`src/rtl/reg_ser_bridge.sv`:
```
// reg_ser_bridge: turns bit-strobed host frames (R/W, address, data; MSB first)
// into single-cycle register write/read strobes and shifts read data back out.
// Every flop is packed into one struct so that scan mode can chain them all
// from scan_in0 to scan_out0 without listing each register twice.
module reg_ser_bridge #(
   parameter int ADDR_W = 7,
   parameter int DATA_W = 8
) (
   input  logic              clk,
   input  logic              reset,
   input  logic              ser_cs_n,
   input  logic              ser_bit_vld,
   input  logic              ser_di,
   output logic              ser_do,
   output logic [ADDR_W-1:0] reg_addr,
   output logic [DATA_W-1:0] reg_wdata,
   output logic              reg_wr_en,
   output logic              reg_rd_en,
   input  logic [DATA_W-1:0] reg_rdata,
   output logic              frame_err,
   input  logic              scan_in0,
   input  logic              scan_en,
   input  logic              test_mode,
   output logic              scan_out0
);

   localparam int F     = 1 + ADDR_W + DATA_W;
   localparam int CNT_W = $clog2(F + 1);
   localparam int SH_W  = (ADDR_W > DATA_W) ? ADDR_W : DATA_W;

   localparam logic [CNT_W-1:0] CNT_ADDR_END = CNT_W'(ADDR_W);
   localparam logic [CNT_W-1:0] CNT_LAST     = CNT_W'(F - 1);
   localparam logic [CNT_W-1:0] CNT_FULL     = CNT_W'(F);
   localparam logic [CNT_W-1:0] CNT_ONE      = CNT_W'(1);

   typedef enum logic [2:0] {
      IDLE  = 3'd0,
      ADDR  = 3'd1,
      RDREQ = 3'd2,
      RDATA = 3'd3,
      WDATA = 3'd4,
      DONE  = 3'd5
   } state_e;

   // The shift register collects address bits, then either write data bits or
   // holds the read data being returned; it is wide enough for either field.
   typedef struct packed {
      state_e            state;
      logic              isRead;
      logic [CNT_W-1:0]  bitCnt;
      logic              csPrev;
      logic [SH_W-1:0]   shiftReg;
      logic [ADDR_W-1:0] regAddr;
      logic [DATA_W-1:0] regWdata;
      logic              wrEn;
      logic              rdEn;
      logic              frameErr;
   } regs_t;

   localparam int SCAN_W = $bits(regs_t);

   regs_t             r_q;
   logic [SCAN_W-1:0] flat;
   logic [SCAN_W-1:0] scan_d;
   logic              scanShift;
   logic              sample;
   logic              csRise;

   assign flat      = r_q;
   assign scan_d    = {flat[SCAN_W-2:0], scan_in0};
   assign scanShift = test_mode & scan_en;
   assign sample    = ser_bit_vld & ~ser_cs_n;
   assign csRise    = ser_cs_n & ~r_q.csPrev;

   // Frame FSM: counts sampled bits, latches address/data and issues strobes;
   // in scan shift mode every flop instead moves one place along the chain.
   always_ff @(posedge clk or negedge reset) begin
      if (!reset) begin
         r_q <= '0;
      end else if (scanShift) begin
         r_q <= regs_t'(scan_d);
      end else begin
         r_q.wrEn     <= 1'b0;
         r_q.rdEn     <= 1'b0;
         r_q.frameErr <= 1'b0;
         r_q.csPrev   <= ser_cs_n;
         if (csRise) begin
            if (r_q.bitCnt != '0) begin
               if (r_q.bitCnt != CNT_FULL) begin
                  r_q.frameErr <= 1'b1;
               end
               r_q.state  <= IDLE;
               r_q.bitCnt <= '0;
            end
         end else begin
            case (r_q.state)
               IDLE: begin
                  if (sample) begin
                     r_q.isRead <= ser_di;
                     r_q.bitCnt <= CNT_ONE;
                     r_q.state  <= ADDR;
                  end
               end
               ADDR: begin
                  if (sample) begin
                     r_q.bitCnt   <= r_q.bitCnt + CNT_ONE;
                     r_q.shiftReg <= {r_q.shiftReg[SH_W-2:0], ser_di};
                     if (r_q.bitCnt == CNT_ADDR_END) begin
                        r_q.regAddr <= {r_q.shiftReg[ADDR_W-2:0], ser_di};
                        if (r_q.isRead) begin
                           r_q.rdEn  <= 1'b1;
                           r_q.state <= RDREQ;
                        end else begin
                           r_q.state <= WDATA;
                        end
                     end
                  end
               end
               RDREQ: begin
                  r_q.shiftReg <= SH_W'(reg_rdata);
                  r_q.state    <= RDATA;
                  if (sample) begin
                     r_q.bitCnt <= r_q.bitCnt + CNT_ONE;
                  end
               end
               RDATA: begin
                  if (sample) begin
                     r_q.bitCnt   <= r_q.bitCnt + CNT_ONE;
                     r_q.shiftReg <= {r_q.shiftReg[SH_W-2:0], 1'b0};
                     if (r_q.bitCnt == CNT_LAST) begin
                        r_q.state <= DONE;
                     end
                  end
               end
               WDATA: begin
                  if (sample) begin
                     r_q.bitCnt   <= r_q.bitCnt + CNT_ONE;
                     r_q.shiftReg <= {r_q.shiftReg[SH_W-2:0], ser_di};
                     if (r_q.bitCnt == CNT_LAST) begin
                        r_q.regWdata <= {r_q.shiftReg[DATA_W-2:0], ser_di};
                        r_q.wrEn     <= 1'b1;
                        r_q.state    <= DONE;
                     end
                  end
               end
               DONE: begin
                  r_q.state <= DONE;
               end
               default: begin
                  r_q.state  <= IDLE;
                  r_q.bitCnt <= '0;
               end
            endcase
         end
      end
   end

   assign ser_do    = (r_q.state == RDATA) & r_q.shiftReg[DATA_W-1];
   assign reg_addr  = r_q.regAddr;
   assign reg_wdata = r_q.regWdata;
   assign reg_wr_en = r_q.wrEn & ~scanShift;
   assign reg_rd_en = r_q.rdEn & ~scanShift;
   assign frame_err = r_q.frameErr & ~scanShift;
   assign scan_out0 = test_mode & flat[SCAN_W-1];

endmodule

```
`config.mk`:
```
export PLATFORM = sky130hd
export DESIGN_NAME = reg_ser_bridge
export DESIGN_NICKNAME = d
export VERILOG_FILES = /design/src/rtl/reg_ser_bridge.sv
export SDC_FILE = /design/constraint.sdc
export NUM_CORES = 1
export LEC_CHECK = 0
export ABC_AREA = 1
export CAP_MARGIN = 20
export CORE_MARGIN = 8
export CORE_UTILIZATION = 45
export CTS_BUF_LIST = sky130_fd_sc_hd__clkbuf_8 sky130_fd_sc_hd__clkbuf_16
export CTS_CLUSTER_SIZE = 30
export DETAILED_ROUTE_END_ITERATION = 16
export GPL_ROUTABILITY_DRIVEN = 0
export PLACE_DENSITY = 0.79
export SETUP_SLACK_MARGIN = 0.15
export SLEW_MARGIN = 40
export SYNTH_ARGS = -nofsm -noshare
export SYNTH_HDL_FRONTEND = slang
export SYNTH_SLANG_ARGS = --single-unit
```
`constraint.sdc`:
```
create_clock -name clk -period 1.8 [get_ports clk]
set_input_delay 0.18 -clock clk [delete_from_list [all_inputs] [get_ports clk]]
set_output_delay 0.18 -clock clk [all_outputs]
set_load 0.01 [all_outputs]
```
After elaboration in Yosys (flattened, before gate mapping) --
Index checks and enable logic that the tools add are counted.
Operators by class: reductions and logical operators 17, muxes and demuxes 33, bitwise logic cells 11, add/sub/neg operators 1, equality and inequality tests 20
Operators by type and width (number):
- $mux 36 | 1
- $mux 9 | 4
- $pmux 8 s4 | 1
- $mux 25 | 1
- $mux 3 | 7
- $mux 8 | 2
- $mux 15 | 1
- $mux 5 | 3
- $pmux 3 s5 | 1
- $pmux 5 s3 | 1
- $mux 7 | 2
- $ne 3x3->1 const B | 4
- $ne 4x1->1 const B | 3
- $ne 4x4->1 const B | 3
- $reduce_and 4->1 | 3
- $reduce_bool 2->1 | 6
- $reduce_bool 5->1 | 2
- $mux 1 | 9
- $and 1x1->1 | 8
- $eq 3x2->1 const B | 2
- $eq 3x3->1 const B | 2
- $reduce_and 6->1 | 1
- $add 5x1->5 const B | 1
- $eq 5x3->1 const B | 1
- other kinds (11) | 13
Storage, ports and cells: bits in registers 36, output and inout port bits 20, logic and storage cells 92

Logic depth before layout (Yosys ltp) --
depth in word-level cells 6, gate-level depth with buffers 13, gate-level depth less buffers 13

Least setup slack after synthesis --
No wires, ideal clock.
path kind register to register, from reg r_q (netlist bit flat[27]), to reg r_q (netlist bit reg_wdata[4]), required time 1.713 ns, cell stages (with the launch flop) 10, clock period less this slack 1.566 ns, library setup time 0.087 ns, arrival 1.479 ns, buffers on the path 0, path slack 0.234 ns, cells stage by stage dfrtp_1 ha_1 nand2_1 nor2_1 ha_1 nand3_1 nor2_1 nor2_1 nand2_1 o211ai_1
On the way: longest elaborated chain between the ends 3
Ends and longest elaborated chain:
- start: declaration | RTL line 62 | regs_t r_q;
- start signal: assignment | RTL line 81 | r_q <= regs_t'(scan_d);
- $eq 5x4->1 | RTL line 139 | if (r_q.bitCnt == CNT_LAST) begin
- $reduce_bool 2->1 (no source line)
- $reduce_and 4->1 (no source line)
No other way between the ends. A chain may end at the register's enable or synchronous reset.

Worst setup path in the final report --
from reg r_q (netlist bit flat[28]), to reg r_q (netlist bit flat[34])
On the way: longest elaborated chain between the ends 3, elaborated cells between the ends (all ways) 7, classes of those cells eq/ne (5); reduce/logical (2)
Ends and longest elaborated chain:
- $eq 5x3->1, or another cell as far along | RTL line 108 | if (r_q.bitCnt == CNT_ADDR_END) begin
- $ne 4x4->1 (no source line), or another cell as far along
- $reduce_and 6->1 (no source line) (*)
Mark *: on every way between the ends. The rest lies on a longest branch, timed or not.

==> run metrics <==
Post-Syn Area around 2300 sq um; vias per cell approximately 5.3; Syn Area/Cell 7.06 sq um; WL met1 2560 um; cts bufs inserted 5; Post-Syn Instances ~320; die width 87.2 um; hpwl dp 4430 um; PwrDens 1140 nW/um^2; Rows 26; Tightest Hold Check Type in -> async; Period minus WS final 1.66 ns; worst reg2reg path endpoint flat[34]$_DFFE_PN0P_; via count 2275; Seq/Total Area, Yosys 39.5%; Yosys reg bits 36; share of Yosys cell area claimed by the top area cell type 39.5%; Top Layer Used met4; fmax 0.602 GHz; CP Launch Type flop; Ports 36; total of max-cap violations 0; Layout area overhead 27.6%; Post-DRT Antenna Nets 0; Final Non-Filler Cells between 400 and 500; share of cells above drive strength 1 19.2%; slack of the worst reg-to-reg path 0.14 ns; die area 7600 sq um; buffer depth of the longest clock path 2; pin count of the biggest net entering global routing 37; global route overflow 0; H-tree depth 2; initial antenna violation count 0; Placed Cells incl. Taps 419; Setup crit end kind flop; Reg clk slew, reported paths approximately 0.08 ns; DR WL met2 3060 um; CTS Root Cell clkbuf_8; final setup violating endpoints 0; Final Cell Area a little under 3000 sq um; area leader, netlist dfrtp_1; WP data required 1.99 ns; R2R Path Start flat[28]$_DFFE_PN0P_; antenna cells 0; clk sinks 36; Post-synth EDFFs 0; CTS tree yes; prevailing post-synth register cell dfrtp_1; core area approximately 5000 sq um; nets 378; top cells by count, synth 135 x nand2_1, 37 x nand3_1, 36 x dfrtp_1; Slew Limit Fails 0; layout filler cell count ~470; dominant cells by area after synthesis dfrtp_1 40%, nand2_1 22%, nand3_1 8.1%; CP Max Fanout 4; period utilization 92.4%; Initial Util ~46%; GRT Util Overall approximately 17%; outcome finished clean; final hold vios 0; LEAKAGE 1.56 nW; register area 903 sq um; Yosys Warn Count 0; worst-skew pair later-pin latency approximately 0.30 ns; vias in the first global route between 2000 and 2500; ys async rst share 100%; # DRC 0; first-pass GRT wire length slightly above 10000 um; critical path class reg -> reg; Fin Setup TNS 0 ns; area occupied by multi-input gates 1210 sq um; met3 wire len around 490 um; Max VDD drop 0.000446 V; Placed Area 2650 sq um; Netlist cell types 30; most frequent cell after synthesis nand2_1; Die Height between 80 and 90 um; routed length per instance around 15 um; CP arrival 1.85 ns; port bufs 35; WL final 6290 um; Mapped Nets about 340; R2R cell count 13; Slew HR 69.0%; clock skew 0.00613 ns; iteration-0 DRC count of the detailed router 203; RSZ-0062 raised after global routing true; DRT Pass-1 Iters 4; Tightest Pin Transition 0.465 ns
## layout by cell type, fill, tap and decap left out, types with 5 or more instances in the layout
| cell | instances |
|---|---|
| nand4_1 | 6 |
| nand3_1 | 31 |
| inv_1 | 23 |
| dfrtp_1 | 34 |
| clkdlybuf4s50_1 | 30 |
| clkbuf_8 | 5 |
| buf_4 | 15 |
| nand2_2 | 11 |
| nand3_2 | 7 |
| nand2_1 | 123 |
| nor2_1 | 17 |
| o21ai_0 | 8 |
## repair_timing
action,CTS,global route
pin swaps,1,10
hold buffers,0,0
resized for setup,9,33
buffers inserted,2,1
endpoints found under the setup margin,12,25
## flip-flops by register name, summed over array words and instances, names as in the netlist
register   cells
reg_addr       7
flat          21
reg_wdata      8
## per-layer routing
layer  vias to the layer above  GRT usage (%)
met4                         0           6.72
met3                        23           4.25
li1                       1087              -
met5                         -              0
met2                       105           28.3
met1                      1060           20.1
## report_power, final
part | internal (W) | total, W | switching [W]
sequential | 0.000980 | 0.00118 | 0.000203
combinational | 0.000529 | 0.00142 | 0.000893
clock | 0.000410 | 0.000720 | 0.000310
## how the worst max path moves through the flow
stage | end | start | slack, ns | cells past startpoint
final | flat[34]$_DFFE_PN0P_ | flat[28]$_DFFE_PN0P_ | 0.14 | 13
after global routing | flat[33]$_DFFE_PN0P_ | flat[28]$_DFFE_PN0P_ | 0.006 | 13
after global placement | flat[22]$_DFFE_PN0P_ | ser_cs_n | 0.05 | 8
after floorplan | reg_wdata[4]$_DFFE_PN0P_ | flat[27]$_DFFE_PN0P_ | 0.23 | 9
after CTS | reg_wr_en | test_mode | 0.15 | 5
after detailed placement | flat[35]$_DFFE_PN0P_ | test_mode | 0.02 | 11
## through the flow
stage	power, W	worst slack [ns]	hold slack, ns	util (%)
after floorplan	0.00213	0.234	-0.116	-
after global placement	0.00247	0.0499	0.466	52.8
after detailed placement	0.00251	0.0176	0.473	52.8
after CTS	0.00328	0.152	0.307	55.8
after global routing	0.00356	0.00623	0.345	58.0
final	0.00332	0.138	0.285	58.0
## cells by family (layout without fill, tap and decap cells)
group	count (synthesis)	count (layout)	share of synthesized area, %
compound gates	21	21	5.71
xor+xnor	1	1	0.384
fa+ha+maj	3	3	1.65
buf+inv	50	87	12.2
flops	36	36	39.5
simple gates	212	212	40.5
## area by class of cell
type	count	area share [%]
Sequential cell	36	31.1
Inverter	28	3.87
Multi-Input combinational cell	237	41.6
Clock buffer	5	2.37
Tap cell	70	3.01
Clock inverter	3	1.46
Timing Repair Buffer	51	16.6
## critical path: stages, from the launching register on
cell and delay (ns):
dfrtp_1 0.37, ha_2 0.20, nand2_2 0.07, nor2_2 0.12
ha_2 0.20, nand3_4 0.09, nand2_2 0.07, inv_1 0.03
nand2_1 0.05, nand2_1 0.06, nand2_2 0.10, nand2_2 0.09
nand2_1 0.06, nand2_1 0.04
(Power assumes the default switching activity.)
